[src/rtl/rst_seq_ctrl.sv]
// Reset sequencer: asserts all rst_out_n asynchronously on rst_n and releases
// them in order, synchronously to clk, with a stretch and per-output gap.
module rst_seq_ctrl #(
  parameter int SYNC_STAGES = 2,
  parameter int NUM_OUT     = 4,
  parameter int STRETCH     = 16,
  parameter int GAP         = 8
) (
  input  logic               clk,
  input  logic               rst_n,
  input  logic               sw_rst_req,
  output logic               sw_rst_ack,
  output logic [NUM_OUT-1:0] rst_out_n,
  output logic               busy,
  output logic               all_rel
);

  localparam int MAX_CNT = (STRETCH > GAP) ? STRETCH : GAP;
  localparam int CW      = $clog2(MAX_CNT) + 1;
  localparam logic [CW-1:0] STRETCH_LAST = CW'(STRETCH - 1);
  localparam logic [CW-1:0] GAP_LAST     = CW'(GAP - 1);

  typedef enum logic [1:0] {
    ST_ASSERT,
    ST_STRETCH,
    ST_RELEASE,
    ST_RUN
  } state_t;

  state_t                 state_q, state_d;
  logic [CW-1:0]          cnt_q, cnt_d;
  logic [SYNC_STAGES-1:0] sync_q, sync_d;
  logic [NUM_OUT-1:0]     rst_out_n_q, rst_out_n_d;
  logic                   busy_q, busy_d;
  logic                   all_rel_q, all_rel_d;
  logic                   ack_q, ack_d;
  logic                   sw_flag_q, sw_flag_d;
  logic [NUM_OUT-1:0]     rel_vec;
  logic                   final_rel;
  logic                   rel_now;

  // Output vector after one more release: bit i follows bit i-1, bit 0 goes first.
  generate
    for (genvar gi = 0; gi < NUM_OUT; gi++) begin : g_rel
      if (gi == 0) begin : g_first
        assign rel_vec[gi] = 1'b1;
      end else begin : g_next
        assign rel_vec[gi] = rst_out_n_q[gi-1];
      end
    end
  endgenerate

  assign final_rel = &rel_vec;
  assign sync_d    = {sync_q[SYNC_STAGES-2:0], 1'b1};

  always_comb begin
    state_d     = state_q;
    cnt_d       = cnt_q + CW'(1);
    rst_out_n_d = rst_out_n_q;
    busy_d      = busy_q;
    all_rel_d   = all_rel_q;
    ack_d       = ack_q;
    sw_flag_d   = sw_flag_q;
    rel_now     = 1'b0;

    case (state_q)
      ST_ASSERT: begin
        cnt_d = '0;
        // Leave on the edge that fills the last synchronizer stage, so the
        // stretch count starts at edge SYNC_STAGES.
        if (sync_q[SYNC_STAGES-2]) begin
          state_d = ST_STRETCH;
        end
      end
      ST_STRETCH: begin
        if (cnt_q == STRETCH_LAST) begin
          rel_now = 1'b1;
        end
      end
      ST_RELEASE: begin
        if (cnt_q == GAP_LAST) begin
          rel_now = 1'b1;
        end
      end
      ST_RUN: begin
        cnt_d = '0;
        if (ack_q && !sw_rst_req) begin
          ack_d = 1'b0;
        end
        if (sw_rst_req && !ack_q) begin
          rst_out_n_d = '0;
          busy_d      = 1'b1;
          all_rel_d   = 1'b0;
          sw_flag_d   = 1'b1;
          state_d     = ST_STRETCH;
        end
      end
      default: begin
        state_d = ST_ASSERT;
      end
    endcase

    if (rel_now) begin
      cnt_d       = '0;
      rst_out_n_d = rel_vec;
      state_d     = ST_RELEASE;
      if (final_rel) begin
        state_d   = ST_RUN;
        busy_d    = 1'b0;
        all_rel_d = 1'b1;
        ack_d     = sw_flag_q & sw_rst_req;
        sw_flag_d = 1'b0;
      end
    end
  end

  always_ff @(posedge clk or negedge rst_n) begin
    if (!rst_n) begin
      state_q     <= ST_ASSERT;
      cnt_q       <= '0;
      sync_q      <= '0;
      rst_out_n_q <= '0;
      busy_q      <= 1'b1;
      all_rel_q   <= 1'b0;
      ack_q       <= 1'b0;
      sw_flag_q   <= 1'b0;
    end else begin
      state_q     <= state_d;
      cnt_q       <= cnt_d;
      sync_q      <= sync_d;
      rst_out_n_q <= rst_out_n_d;
      busy_q      <= busy_d;
      all_rel_q   <= all_rel_d;
      ack_q       <= ack_d;
      sw_flag_q   <= sw_flag_d;
    end
  end

  assign rst_out_n  = rst_out_n_q;
  assign busy       = busy_q;
  assign all_rel    = all_rel_q;
  assign sw_rst_ack = ack_q;

endmodule

[config.mk]
export PLATFORM = sky130hd
export DESIGN_NAME = rst_seq_ctrl
export DESIGN_NICKNAME = d
export VERILOG_FILES = /design/src/rtl/rst_seq_ctrl.sv
export SDC_FILE = /design/constraint.sdc
export NUM_CORES = 1
export LEC_CHECK = 0
export CORE_MARGIN = 3
export CORE_UTILIZATION = 35
export DETAILED_ROUTE_END_ITERATION = 16
export PLACE_DENSITY = 0.64
export RECOVER_POWER = 50
export SYNTH_ARGS = -nofsm -noshare
export SYNTH_HDL_FRONTEND = slang
export SYNTH_SLANG_ARGS = --single-unit
[constraint.sdc]
create_clock -name clk -period 3.99 [get_ports clk]
set_clock_uncertainty 0.2 [all_clocks]
set_input_delay 0.399 -clock clk [delete_from_list [all_inputs] [get_ports clk]]
set_output_delay 0.399 -clock clk [all_outputs]
set_load 0.01 [all_outputs]
==> flow_summary.yaml <==
synthesis:
  synth_seq_cells: 16
  seq_area_frac_synth_pct: 52.3
  yosysWarnings: 0
  syn_area_per_cell_sq_um: 11.1
  synthesis.nets: 76
  synth_area_sq_um: 768
  synth_cells: 69
  netlist-cell-type-count: 31
floorplan:
  rows: 16
  io_pins: 10
  die_w_um: 52.9
  dieArea_sq_um: 2790
  fp.coreArea_sq_um: 2020
  start_util_pct: 38.0
  die_y_um: 52.9
place:
  io_buffers: 9
  gp_congestion: 0.780
  dp_hpwl_um: 934
cells_and_area:
  fin_nets: 89
  final_cell_mix: "dfrtp_1, clkdlybuf4s50_1, nor2_1, inv_1"
  final_common_cell: "dfrtp_1"
  area_growth_pct: 18.1
  drive_above_1_share_pct: 9.88
  num-fill-cells: 199
  antenna_cells: 0
worst_setup_path:
  path_class: "flop to flop"
  start_kind: "flop"
  r2r_slack_ps: 1870
  cp-end-kind: "flop"
  required_ps: 3960
  reg2regPathDepth: 5
  worst_ep_arrival_time_ps: 2090
  crit_fanout: 8
  crit_slowest_cell: "or2_0"
  timing.rr.start: "state_q[1]$_DFFE_PN0P_"
  max_stage_delay_ps: 430
  worstReg2RegEnd: "rst_out_n[2]$_DFFE_PN0P_"
  worstPathCellList: "inv_1 > ha_1 > nand4b_1 > or2_0 > mux2_4"
power_and_ir_drop:
  peakVddDrop_mv: 0.208
  power.total_mw: 0.556
  p_per_area_nw_per_um2: 613
  total_leakage_power_nw: 0.420
routing:
  num_vias: 518
  first_iter_violations: 4
  wl_per_cell_um: 10.9
  ant_nets: 0
  dr.pass1.iters: 3
  wirelength_um: 1180
  viasPerCell: 4.80
  post-route-drc-count: 0
cts:
  numCtsBuffers: 3
  cts_tree: "yes"
  h-tree-depth: 1
  clk_pin_slew_ps: 90
  cts_resized: 0
  insertion_delay_ps: 280
  postCtsSetupRepairBufs: 0
  cts_max_path_buffers: 2
  ctsHoldBuffers: 0
  clock_sinks: 16
  cts_root_buf: "clkbuf_4"
sta:
  post-route-period-util_pct: 53.1
  max-slew-margin-rel_pct: 54.8
  setup_tns_ps: 0
  worst_pin_slew_ps: 675
  finalHoldViolations: 0
  post-route-min-period_ps: 2120
  setup_viol: 0
  rsz0062_at_grt: "no"
  fmax_mhz: 472
  slew_violations: 0
grt:
  groute.usage.overall_pct: 11.2
  antenna_found_initial: 0
  globalRouteOverflowTotal: 0
  grt_first_pass_wirelength_um: 2250
  grt_pass1_vias: 551
  grt_max_degree: 17
flow_run:
  drv_cap: 0
min_path:
  min_path_cells: 1
  hp-class: "flop to flop"
  min_to: "cnt_q[0]$_DFF_PN0_"
  hold_path_startpoint: "cnt_q[0]$_DFF_PN0_"
status:
  status: "completed"
==> routing by layer <==
layer | share of wire [%] | routed length (um) | track usage [%]
met1 | 45 | 527 | 13.2
met2 | 50 | 592 | 18.6
met3 | 2.3 | 27 | 1.69
met4 | 2.5 | 29 | 7.66
met5 | 0 | 0 | 0
==> critical path: cells and delay by family (launching register included) <==
family	cells	cell delay (ps)
simple gates	2	700
flops	1	390
mux	1	340
fa+ha+maj	1	340
buf+inv	1	50
==> kinds of logic (layout without fill, tap and decap cells) <==
logic type	after synthesis	after routing	synth area share (%)
other	1	1	0.488
AO/OA/AOI/OAI	10	10	8.63
multiplexers	2	2	3.26
adder cells (fa/ha/maj)	4	4	6.51
XOR/XNOR	3	3	4.40
buffers and inverters	6	18	3.09
flip-flops	16	16	52.3
AND/OR/NAND/NOR	27	27	21.3
==> final cells by class <==
cell class              count  area, sq um  share of cell area, %
flip-flops and latches     16          402                   44.3
well taps                  27         33.8                   3.72
inverters                   5         18.8                   2.07
repair buffers              9         90.1                   9.93
clock buffers               4         26.3                   2.90
multi-input cells          47          337                   37.1
==> power by group <==
part	total, mW	switching (mW)	internal [mW]
registers	0.252	0.0382	0.214
clock network	0.0851	0.0464	0.0388
logic	0.219	0.102	0.117
total	0.556	0.187	0.369
==> flip-flops by register name, indices dropped and copies added, names as in the netlist <==
signal      flops
cnt_q           5
busy            1
sw_rst_ack      1
sync_q          1
sw_flag_q       1
rst_out_n       4
state_q         2
all_rel         1
==> stage by stage <==
stage	std cells	hold slack [ps]	instance area, sq um	utilization (%)	setup WS [ps]
2_1_floorplan	69	-96.6	768	-	2090
3_3_place_gp	104	262	887	43.9	2010
3_5_place_dp	104	271	887	43.9	1940
4_1_cts	108	285	913	45.2	1930
5_1_grt	108	313	907	44.9	1660
6_report	108	279	907	44.9	1870
==> worst max-delay path by stage <==
stage / from / to / slack, ps
final: state_q[1]$_DFFE_PN0P_ / rst_out_n[2]$_DFFE_PN0P_ / 1870
after global routing: state_q[1]$_DFFE_PN0P_ / rst_out_n[2]$_DFFE_PN0P_ / 1660
after CTS: state_q[1]$_DFFE_PN0P_ / rst_out_n[2]$_DFFE_PN0P_ / 1930
after detailed placement: state_q[1]$_DFFE_PN0P_ / rst_out_n[2]$_DFFE_PN0P_ / 1940
after global placement: state_q[1]$_DFFE_PN0P_ / rst_out_n[2]$_DFFE_PN0P_ / 2010
after floorplan: state_q[1]$_DFFE_PN0P_ / rst_out_n[2]$_DFFE_PN0P_ / 2090
==> synth_stat cells <==
cell      count  area [sq um]
a21o_1        2          15.0
a31oi_1       1          6.26
and2_1        2          12.5
and3_2        2          15.0
and3b_1       1          8.76
buf_2         1          5.00
conb_1        1          3.75
dfrtp_1      15           375
dfstp_2       1          26.3
ha_1          4          50.1
inv_1         5          18.8
mux2_4        1          15.0
mux2i_1       1          10.0
nand2_1       1          3.75
nand2b_1      1          6.26
nand3_1       3          15.0
nand3b_1      1          7.51
nand4b_2      1          15.0
nor2_1        6          22.5
nor2b_1       4          25.0
nor3_1        1          5.00
nor3b_1       2          15.0
nor4_1        1          6.26
o211ai_1      2          15.0
o21ai_0       3          15.0
o22ai_1       1          6.26
o32ai_1       1          8.76
or2_0         1          6.26
xnor2_1       1          8.76
xnor2_2       1          16.3
xor2_1        1          8.76
No activity file was read; power rests on OpenSTA's default activity.
